File: src/rtl/uart_pkg.sv
// Shared UART definitions: FSM state encoding, oversampling ratio and the
// baud divider calculation used by both the receiver and the transmitter.
package uart_pkg;

  localparam int OVERSAMPLE = 16;

  typedef enum logic [2:0] {
    IDLE  = 3'd0,
    START = 3'd1,
    DATA  = 3'd2,
    STOP  = 3'd3,
    BREAK = 3'd4
  } uart_state_e;

  // Clocks per oversample tick, truncated. Values below 2 are not supported.
  function automatic int calc_div(input int clk_hz, input int baud);
    return clk_hz / (baud * OVERSAMPLE);
  endfunction

endpackage

File: src/rtl/uart_baud_tick.sv
// Oversample tick generator: counts 0..DIV-1 and pulses tick on the wrap.
// While clear is high the counter is parked at 0 so the first tick after
// clear drops lands exactly DIV clocks later.
module uart_baud_tick
  import uart_pkg::*;
#(
  parameter int CLK_HZ = 24000000,
  parameter int BAUD   = 115200
) (
  input  logic clk,
  input  logic rst_n,
  input  logic clear,
  output logic tick
);

  localparam int DIV = calc_div(CLK_HZ, BAUD);
  localparam int CW  = (DIV > 1) ? $clog2(DIV) : 1;

  logic [CW-1:0] r_cnt;
  logic          w_wrap;

  assign w_wrap = (r_cnt == CW'(DIV - 1));
  assign tick   = w_wrap && !clear;

  // Divider counter, held at zero while cleared
  always_ff @(posedge clk or negedge rst_n) begin
    if (!rst_n)      r_cnt <= '0;
    else if (clear)  r_cnt <= '0;
    else if (w_wrap) r_cnt <= '0;
    else             r_cnt <= r_cnt + CW'(1);
  end

endmodule

File: src/rtl/simple_uart_rx.sv
// 8N1 UART receiver, LSB first, idle-high line, 16x oversampling.
// Start edge is taken from the synchronized line; the start bit is
// re-checked at its middle to reject glitches, data and stop bits are
// sampled at their middles. A low stop bit raises frame_err and the
// receiver then waits in BREAK until the line returns high.
module simple_uart_rx
  import uart_pkg::*;
#(
  parameter int CLK_HZ = 24000000,
  parameter int BAUD   = 115200
) (
  input  logic       clk,
  input  logic       rst_n,
  input  logic       line,
  output logic [7:0] data,
  output logic       valid,
  output logic       frame_err,
  output logic       busy
);

  uart_state_e r_state, w_next;

  logic       r_sync1, r_rx_s, r_rx_d;
  logic [3:0] r_os;
  logic [2:0] r_bitn;
  logic [7:0] r_sh, r_data;
  logic       r_valid, r_frame_err;

  logic w_tick, w_clear, w_start_det, w_mid_start, w_mid_bit;
  logic w_busy;

  uart_baud_tick #(
    .CLK_HZ(CLK_HZ),
    .BAUD  (BAUD)
  ) u_tick (
    .clk  (clk),
    .rst_n(rst_n),
    .clear(w_clear),
    .tick (w_tick)
  );

  // Two-flop synchronizer plus one delay flop for edge detection; reset
  // to 1 so a line held low through reset still yields a falling edge
  always_ff @(posedge clk or negedge rst_n) begin
    if (!rst_n) begin
      r_sync1 <= 1'b1;
      r_rx_s  <= 1'b1;
      r_rx_d  <= 1'b1;
    end else begin
      r_sync1 <= line;
      r_rx_s  <= r_sync1;
      r_rx_d  <= r_rx_s;
    end
  end

  // State register
  always_ff @(posedge clk or negedge rst_n) begin
    if (!rst_n) r_state <= IDLE;
    else        r_state <= w_next;
  end

  // Next-state logic
  always_comb begin
    w_next = r_state;
    unique case (r_state)
      IDLE:  if (w_start_det) w_next = START;
      START: if (w_mid_start) w_next = r_rx_s ? IDLE : DATA;
      DATA:  if (w_mid_bit && r_bitn == 3'd7) w_next = STOP;
      STOP:  if (w_mid_bit) w_next = r_rx_s ? IDLE : BREAK;
      BREAK: if (r_rx_s) w_next = IDLE;
      default: w_next = IDLE;
    endcase
  end

  // Decoded control: sample points, tick-counter hold and busy flag
  always_comb begin
    w_start_det = (r_state == IDLE) && r_rx_d && !r_rx_s;
    w_clear     = (r_state == IDLE);
    w_mid_start = (r_state == START) && w_tick && (r_os == 4'd7);
    w_mid_bit   = w_tick && (r_os == 4'd15);
    w_busy      = (r_state != IDLE);
  end

  // Sub-tick and bit counters; os is re-zeroed mid start bit so later
  // samples land at os==15, one full bit apart
  always_ff @(posedge clk or negedge rst_n) begin
    if (!rst_n) begin
      r_os   <= '0;
      r_bitn <= '0;
    end else begin
      if (w_start_det || w_mid_start) r_os <= '0;
      else if (w_tick)                r_os <= r_os + 4'd1;
      if (w_mid_start)                          r_bitn <= '0;
      else if (r_state == DATA && w_mid_bit)    r_bitn <= r_bitn + 3'd1;
    end
  end

  // Shift register (LSB arrives first, enters at MSB) and output strobes
  always_ff @(posedge clk or negedge rst_n) begin
    if (!rst_n) begin
      r_sh        <= '0;
      r_data      <= '0;
      r_valid     <= 1'b0;
      r_frame_err <= 1'b0;
    end else begin
      r_valid     <= 1'b0;
      r_frame_err <= 1'b0;
      if (r_state == DATA && w_mid_bit) r_sh <= {r_rx_s, r_sh[7:1]};
      if (r_state == STOP && w_mid_bit) begin
        if (r_rx_s) begin
          r_data  <= r_sh;
          r_valid <= 1'b1;
        end else begin
          r_frame_err <= 1'b1;
        end
      end
    end
  end

  assign data      = r_data;
  assign valid     = r_valid;
  assign frame_err = r_frame_err;
  assign busy      = w_busy;

endmodule

File: config.mk
export PLATFORM = sky130hd
export DESIGN_NAME = simple_uart_rx
export DESIGN_NICKNAME = d
export VERILOG_FILES = /design/src/rtl/uart_pkg.sv /design/src/rtl/uart_baud_tick.sv /design/src/rtl/simple_uart_rx.sv
export SDC_FILE = /design/constraint.sdc
export NUM_CORES = 1
export LEC_CHECK = 0
export CORE_MARGIN = 2
export CORE_UTILIZATION = 60
export DETAILED_ROUTE_END_ITERATION = 16
export PLACE_DENSITY_LB_ADDON = 0.05
export SYNTH_ARGS = -nofsm -noshare
export SYNTH_HDL_FRONTEND = slang
export SYNTH_SLANG_ARGS = --single-unit
File: constraint.sdc
create_clock -name clk -period 3.8 [get_ports clk]
set_clock_uncertainty 0.1 [all_clocks]
set_input_delay 0.76 -clock clk [delete_from_list [all_inputs] [get_ports clk]]
set_output_delay 0.76 -clock clk [all_outputs]
set_load 0.01 [all_outputs]
==> impl_results.md, run 1 <==
- Adder-Cell Fraction of Synth Area: about 4%
- Psw: 0.2147 mW
- Yosys top cell area share: roughly half
- Total leakage power: 0.8568 nW
- Worst min-delay path class: reg -> reg
- Synth-to-layout area growth: 12.41%
- Initial drt markers: 18
- Count of cell types in the netlist: 29
- GP Congestion: 0.8858
- Cell Rows: 18
- Int Pwr: between 0.5 and 0.6 mW
- Pwr Density: 420.5 nW/um^2
- Antenna Cells: 0
- # hold bufs at CTS: 0
- # setup viols final: 0
- Share of layout cells above drive strength 1: between 20% and 30%
- Seq/Total Area, Yosys: about 56%
- Combinational Power Share: 14.6%
- Post-Syn Nets: ~140
- IO Port Bufs: 13
- Peak supply drop: 0.0005084 V
- Hold_ws: about 270 ps
- Root Driver: clkbuf_4
- PostCTS Resize Cnt: 0
- CP Launch Type: flip-flop
- Fin. max-slew vios: 0
- Die Footprint: between 3000 and 4000 sq um
- Synth area leaders: dfrtp_1 (51%), mux2_4 (6.7%), mux2_2 (6.4%), dfstp_2 (5.0%), ha_1 (4.0%)
- Total negative setup slack: 0 ps
- Initial Util: between 60% and 70%
- RSZ-0062 raised after global routing: false
- Worst slew pin tran: a little over 700 ps
- Status: finished, final reports clean
- Critical path class: reg -> out
- Total CTS buffers: 5
- Post-synth EDFFs: 0
- Post-Place Cells: about 170
- GRT Residual Overflow: 0
- Syn avg cell area: roughly 12 sq um
- Final period util: about three quarters
- Mux contribution to synthesized area: a little over an eighth
- CTS tree: done
- CP endpoint kind: output port
- Nets: about 150
- Final hold vios: 0
- Residual DRC count: 0
- Count leader, synth: dfrtp_1
- Post-DRT Antenna Nets: 0
- WL per Instance: 15.20 microns
- Initial antenna violation count: 0
- YS warnings: 0
- CP max FO: 9
- Vias in the first global route: 1018
- Worst setup margin: between 900 and 1000 ps
- Cells after synthesis: roughly 130
- Post-synth ARST share: 100.0%
- Top_reg_cell synth: dfrtp_1
- Post-Place Setup Slack: about 1300 ps
- Io pins: 14
- Simple-gate portion of the synthesized area: around 15%
- Syn Std Cell Area: 1573 sq um
- Gr usage total: between 20% and 30%
- Fill count: about 190
- First-pass iteration count of the detailed router: 4
- WP data required: between 2000 and 3000 ps
- Combinational family with the most area after synthesis: simple AND/OR/NAND/NOR gates
- Compound-Gate Fraction of Synth Area: under 10%
- Worst-path clk slew: around 100 ps
- Sequential Power Share: between 50% and 60%
- Finished Layout Cells: 174
- Maximum capacitance violations: 0
- Sw frac: between 20 and 30%
- XOR/XNOR Fraction of Synth Area: approximately 2.8%
- Postcts setup bufs: 0
- Clk pwr share: about a quarter
- First-pass GRT wire length: about 4.8 mm
- DR vias: roughly 1000
- Vias/cell: roughly 5.8
- Most instantiated cells after synthesis: dfrtp_1 (32), mux2_2 (9)
- DP HPWL: 1.860 mm
- Fin crit period: ~2900 ps
- Max-Slew Margin vs Limit: between 50% and 60%
- Clk sinks: 35
- F_max: ~0.35 GHz
- Sequential cell area: 879.6 sq um
- Final WL: 2.645 mm
- Largest net degree at the start of global routing: 36
- Area of the core: 2477 sq um
- Largest area contributor in the netlist: dfrtp_1
- Arrival @ worst endpoint: 2020 ps
- Synth Register Bits: 35
- Die height: ~55 microns
- Latest clock arrival within the worst-skew pair: around 340 ps
- Footprint of the multi-input gates: about 640 sq um
- Die span in x: between 50 and 60 microns
- CTS max path bufs: 2
- # H-tree levels: 2
cells in the final DEF (no fill, tap or decap), types with 4 or more instances in the layout:
master / count
dfrtp_1: 32
clkdlybuf4s50_1: 13
mux2_2: 9
nand2_1: 7
a21oi_1: 7
nor2_1: 7
mux2_4: 7
inv_1: 6
nand3_1: 5
ha_1: 5
clkbuf_4: 5
nor3_1: 4
a211oi_1: 4
xnor2_1: 4
kinds of logic (layout without fill, tap and decap cells):
group	after synthesis	count (layout)
fa+ha+maj	5	5
mux	16	16
compound gates	16	16
buf+inv	11	28
simple gates	39	39
xor+xnor	5	5
flops	35	35
worst max-delay path, stage by stage, from the launching register on:
cell	delay (ps)
dfrtp_1	510
nor3_2	490
inv_1	160
clkdlybuf4s50_1	510
path summary, 6_finish.rpt:
path,startpoint,endpoint,slack (ps),cells past startpoint
max in group asynchronous,rst_n,r_rx_d,2550,2
max reg2reg,u_tick.r_cnt[0],r_sh[0],1490,5
max,r_state[1],busy,920,3
min,r_sync1,r_rx_s,270,0
min in group asynchronous,rst_n,u_tick.r_cnt[3],710,2
min reg2reg,r_sync1,r_rx_s,270,0
state kept, by name (all words and copies together), names as in the netlist:
name	cells
r_sync1	1
r_state	3
data	8
u_tick.r_cnt	4
r_os	4
r_bitn	3
r_sh	8
r_rx_s	1
valid	1
r_rx_d	1
frame_err	1
per-stage QoR:
| step | util (%) | power [mW] | instance area [sq um] |
|---|---|---|---|
| after floorplan | - | 0.5233 | 1573 |
| after global placement | 69.19 | 0.5491 | 1714 |
| after detailed placement | 69.19 | 0.5584 | 1714 |
| after CTS | 71.36 | 0.7538 | 1768 |
| after global routing | 71.36 | 0.7967 | 1768 |
| final | 71.36 | 0.7435 | 1768 |
power groups by stage:
stage | sequential (mW) | clock, mW | combinational [mW]
global placement | 0.446 | 0 | 0.103
finish | 0.443 | 0.192 | 0.109
detailed placement | 0.450 | 0 | 0.109
floorplan | 0.440 | 0 | 0.0830
CTS | 0.443 | 0.200 | 0.111
global route | 0.450 | 0.217 | 0.130
area by class of cell:
cell class | instances | area share [%]
Clock buffer | 6 | 2.335
Inverter | 6 | 1.274
Multi-Input combinational cell | 81 | 36.02
Timing Repair Buffer | 14 | 7.785
Sequential cell | 35 | 49.75
Tap cell | 30 | 2.123
Clock inverter | 2 | 0.7077
metal layers:
layer	global-route usage (%)	vias to the layer above	wire, microns
li1	-	483	-
met5	0	-	0
met3	6.089	8	104
met2	32.14	22	1280
met1	25.79	499	1195
met4	12.20	0	65
No activity file was read; power rests on OpenSTA's default activity.
==> inputs of run 2 (changes only) <==
--- a/config.mk
+++ b/config.mk
@@ -6,7 +6,7 @@
 export NUM_CORES = 1
 export LEC_CHECK = 0
 export CORE_MARGIN = 2
-export CORE_UTILIZATION = 60
+export CORE_UTILIZATION = 50
 export DETAILED_ROUTE_END_ITERATION = 16
 export PLACE_DENSITY_LB_ADDON = 0.05
 export SYNTH_ARGS = -nofsm -noshare
==> constraint.sdc (replaced) <==
create_clock -name clk -period 2.35 [get_ports clk]
set_clock_uncertainty 0.1 [all_clocks]
set_input_delay 0.47 -clock clk [delete_from_list [all_inputs] [get_ports clk]]
set_output_delay 0.47 -clock clk [all_outputs]
set_load 0.01 [all_outputs]
==> impl_results.md, run 2 (same netlist as run 1, synthesis figures left out) <==
- Status: finished, final reports clean (unchanged)
- # hold bufs at CTS: 0 (unchanged)
- Initial drt markers: 29 (was 18)
- # setup viols final: 0 (unchanged)
- Arrival @ worst endpoint: 1630 ps (was 2020 ps)
- Die height: 60.09 microns (was 55.20 microns)
- WL per Instance: 12.99 microns (was 15.20 microns)
- Total leakage power: 0.9081 nW (was 0.8568 nW)
- Worst-path clk slew: 100 ps (about the same)
- Share of layout cells above drive strength 1: 25.83% (was 21.53%)
- Worst min-delay path class: reg -> reg (unchanged)
- Synth-to-layout area growth: 19.01% (was 12.41%)
- Combinational Power Share: 13.2% (was 14.6%)
- Peak supply drop: 0.0003699 V (was 0.0005084 V)
- Pwr Density: 705.5 nW/um^2 (was 420.5 nW/um^2)
- Psw: 0.3560 mW (was 0.2147 mW)
- Sequential cell area: 879.6 sq um (unchanged)
- Clk sinks: 35 (unchanged)
- Residual DRC count: 0 (unchanged)
- Largest net degree at the start of global routing: 36 (unchanged)
- Post-DRT Antenna Nets: 0 (unchanged)
- Sw frac: 26.96% (was 28.87%)
- Io pins: 14 (unchanged)
- CP endpoint kind: output port (unchanged)
- Worst slew pin tran: 489.1 ps (was 726.0 ps)
- First-pass GRT wire length: 4.347 mm (was 4.836 mm)
- Commonest non-fill, non-tap cells in the layout: dfrtp_1 (32), clkdlybuf4s50_1 (13), mux2_2 (9) (unchanged)
- RSZ-0062 raised after global routing: false (unchanged)
- Vias/cell: 5.097 (was 5.816)
- Initial Util: 51.94% (was 63.48%)
- Final hold vios: 0 (unchanged)
- Area of the core: 3028 sq um (was 2477 sq um)
- CTS max path bufs: 2 (unchanged)
- Clk pwr share: 32.5% (was 25.8%)
- Most common cell after layout, fill and taps aside: dfrtp_1 (unchanged)
- Nets: 158 (was 151)
- Vias in the first global route: 935 (was 1018)
- WP data required: 1780 ps (was 2940 ps)
- Sequential Power Share: 54.3% (was 59.6%)
- Fill count: 237 (was 193)
- Fin crit period: around 2200 ps
- First-pass iteration count of the detailed router: 4 (unchanged)
- Maximum capacitance violations: 0 (unchanged)
- Design Power: 1.320 mW (was 0.7435 mW)
- Gr usage total: 17.27% (was 20.76%)
- Final WL: 2.533 mm (was 2.645 mm)
- Max-Slew Margin vs Limit: 67.09% (was 51.15%)
- Final period util: between 90% and 100%
- Die span in x: 60.09 microns (was 55.20 microns)
- CP max FO: 7 (was 9)
- Initial antenna violation count: 0 (unchanged)
- Critical path class: reg -> out (unchanged)
- CP Launch Type: flip-flop (unchanged)
- GRT Residual Overflow: 0 (unchanged)
- Total CTS buffers: 5 (unchanged)
- Antenna Cells: 0 (unchanged)
- CTS tree: done (unchanged)
- Fin. max-slew vios: 0 (unchanged)
- Cell Rows: 20 (was 18)
- DP HPWL: 1.817 mm (was 1.860 mm)
- Total negative setup slack: 0 ps (unchanged)
- F_max: between 0.4 and 0.5 GHz
- GP Congestion: 0.8128 (was 0.8858)
- Latest clock arrival within the worst-skew pair: 350 ps (was 340 ps)
- Int Pwr: 0.9645 mW (was 0.5288 mW)
- # H-tree levels: 2 (unchanged)
- DR vias: 994 (was 1012)
- Die Footprint: 3610 sq um (was 3047 sq um)
- Footprint of the multi-input gates: 643.1 sq um (was 636.9 sq um)
- Root Driver: clkbuf_4 (unchanged)
- IO Port Bufs: 13 (unchanged)
==> run 2: cell types whose count changed in the layout (fill, tap and decap cells not counted), sizes merged <==
cell / change
buf: +7
bufinv: +1
clkbuf: -1
clkinv: +1
clkinvlp: -1
==> run 2: final cells by class <==
type | count | area share (%)
inverters | 6 | 1.203
clock buffers | 5 | 2.005
repair buffers | 21 | 10.16
multi-input cells | 81 | 34.36
flip-flops and latches | 35 | 46.99
well taps | 44 | 2.941
clock inverters | 3 | 2.340
==> run 2: stage by stage <==
stage               instance area (sq um)  hold WS, ps  setup WS, ps  instances  util [%]
finish                               1872        265.4         149.8        195     61.82
global route                         1872        268.5         53.28        195     61.82
CTS                                  1864        267.8         23.25        194     61.57
detailed placement                   1777        252.3         254.0        186     58.68
global placement                     1777        250.6         302.4        186     58.68
floorplan                            1573        74.41         358.0        127         -
==> run 2: routing by layer <==
metal | vias to the layer above | share of wire [%] | GRT usage, %
li1 | 495 | - | -
met1 | 480 | 48 | 21.43
met2 | 13 | 45 | 25.31
met3 | 6 | 4.1 | 6.494
met4 | 0 | 2.7 | 10.48
met5 | - | 0 | 0
==> run 2: final timing paths <==
check / slack, ps / end / start / cells past startpoint
hold / removal: 270 / r_rx_s / r_sync1 / 0
setup / recovery: 150 / busy / r_state[2] / 3
max in group asynchronous: 1390 / r_rx_d / rst_n / 2
min in group asynchronous: 410 / r_sh[0] / rst_n / 2
hold reg to reg: 270 / r_rx_s / r_sync1 / 0
setup reg to reg: 250 / r_sh[0] / u_tick.r_cnt[0] / 6
==> run 2: critical path, stage by stage, from the launching register on <==
cell             delay (ps)
dfrtp_1                 490
nor3_4                  250
inv_1                    70
clkdlybuf4s50_1         480
==> run 2: repair_timing <==
action	4_1_cts	5_1_grt
pin swaps	0	1
buffers inserted	0	1
gates resized for setup	1	0
endpoints found under the setup margin	1	1
==> run 2: power groups by stage <==
stage / registers (mW) / logic (mW) / clock network, mW
CTS: 0.715 / 0.176 / 0.453
floorplan: 0.712 / 0.134 / 0
global placement: 0.723 / 0.169 / 0
finish: 0.717 / 0.174 / 0.430
global route: 0.727 / 0.207 / 0.481
detailed placement: 0.727 / 0.176 / 0
==> RTL change (config.mk and constraints of run 2) <==
`CLK_HZ` is set to 24000000 in 2 places; all go to 6000000.
--- a/src/rtl/uart_baud_tick.sv
+++ b/src/rtl/uart_baud_tick.sv
@@ -5,5 +5,5 @@
   import uart_pkg::*;
 #(
-  parameter int CLK_HZ = 24000000,
+  parameter int CLK_HZ = 6000000,
   parameter int BAUD   = 115200
 ) (
--- a/src/rtl/simple_uart_rx.sv
+++ b/src/rtl/simple_uart_rx.sv
@@ -7,5 +7,5 @@
   import uart_pkg::*;
 #(
-  parameter int CLK_HZ = 24000000,
+  parameter int CLK_HZ = 6000000,
   parameter int BAUD   = 115200
 ) (
Function: no difference found for any inputs over 10 cycles, from zero or initial values and one cycle with rst_n low; that may be too few to reach the edited logic, so the function may still have changed.
==> RTL change against run 2 <==
Cell area shrank 12%. Sequential cell count fell by 2. Power increased by 4.1%. Area after synthesis is 12% lower. Core utilization down 0.71 points. Clock power up 3%. Wire length decreased by 14%. Count of clock-buffer cells in the layout grew 2. Sequential share of layout area grew 3.5 points. Highest routed layer unchanged. Non-clock buffer count shrank 4. Critical path depth did not move. Worst setup slack better by 47 ps. Combinational power up 37%.
==> RTL change: results (changes against run 2) <==
STA
  • Slew @ Worst Pin: 413 ps (-76.2 ps)

Place
  • Setup Slack @ Placement: 479 ps (+225 ps)
  • RePlAce Congestion: 0.727 (-11%)
  • Post-DP HPWL: 1.53 mm (-16%)
  • Dpl cells: 149 (-20%)
  • Placed cell areas: 0.00156 sq mm (-12%)

Cells and area
  • Share of cells above drive strength 1: 25.4% (-0.43 points)
  • Final cell count without fillers: 157 (-19%)
  • Layout filler cell count: 225 (-5.1%)
  • Final nets: 131 (-17%)

Global routing
  • Initial antenna violation count: 0 (unchanged)
  • Vias in the first global route: 900 (-3.7%)
  • Largest net degree at the start of global routing: 34 (-5.6%)
  • First-pass GRT wire length: 3.86 mm (-11%)
  • Gr usage total: 16.5% (-0.79 points)

Logic synthesis
  • Post-Syn Nets: 111 (-18%)
  • Syn avg cell area: 13.2 sq um (+6.4%)
  • Count leader, synth: dfrtp_1
  • Sequential share of the synthesized area: 59.9% (+4.0 points)
  • Commonest cells post-synth: 30 x dfrtp_1, 13 x mux2_2, 9 x nor2_1
  • Synth area leaders: dfrtp_1 54%, mux2_2 11%, dfstp_2 5.7%, ha_1 2.7%, xnor2_1 2.5%
  • Synth cell types: 30 (+3.4%)

Detailed routing
  • Pre-antenna DRT Iters: 4 (unchanged)
  • Total number of vias: 830 (-16%)
  • WL final: 2.19 mm (-14%)
  • Iteration-0 DRC Markers: 8 (-72%)

Pwr
  • Int Pwr: 1000 uW (+3.9%)
  • Worst vdd ir: 0.000603 V (+63%)
  • Leak Pwr: 0.000820 uW (-9.7%)

Clock tree
  • Cts repair resizes: 0 (-1)

Setup path
  • Arr. time, crit path: 1580 ps (-50 ps)

Run status
  • Status: finished, final reports clean
RTL change: logic make-up after synthesis:
logic type                 count (synthesis)  synth area share (%)
muxes                                     17                  14.2
buffers and inverters                      7                  2.71
adders and majority gates                  3                  2.71
xor gates and xnor gates                   5                  3.16
AOI/OAI and AO/OA                         10                  4.43
and+or+nand+nor                           30                  12.8
DFF                                       33                  59.9
RTL change: power by group through the flow:
stage                     clock network (uW)  logic, uW  registers (uW)
after floorplan                            0        189             679
after global placement                     0        236             701
after detailed placement                   0        243             705
after CTS                                457        244             694
after global routing                     479        273             701
final                                    441        239             694
RTL change: per-layer routing:
layer	vias to the layer above	share of wire (%)	track usage [%]	wire, um
li1	403	-	-	-
met1	404	46	19.0	1010
met2	16	46	25.6	1010
met3	7	4.9	7.14	108
met4	0	2.7	9.18	60
met5	-	0	0	0
RTL change: worst max-delay path: stages (launching register included):
cell             delay [ps]
dfrtp_1                 450
nor3_1                  260
inv_1                    60
clkdlybuf4s50_1         470
RTL change: cell type report:
| type | instances | area (sq um) | area share, % |
|---|---|---|---|
| clock buffers | 7 | 55.1 | 3.35 |
| clock inverters | 1 | 30.0 | 1.83 |
| inverters | 3 | 11.3 | 0.686 |
| multi-input cells | 65 | 517 | 31.5 |
| flip-flops and latches | 33 | 830 | 50.5 |
| well taps | 31 | 38.8 | 2.36 |
| repair buffers | 17 | 160 | 9.76 |
RTL change: worst paths after layout:
path	startpoint	end	slack [ps]	cells after the start
max	r_state[0]	busy	200	3
min	r_sync1	r_rx_s	260	0
max reg2reg	r_os[0]	data[5]	470	5
min reg2reg	r_sync1	r_rx_s	260	0
max in group asynchronous	rst_n	r_sync1	1400	2
min in group asynchronous	rst_n	data[1]	420	2
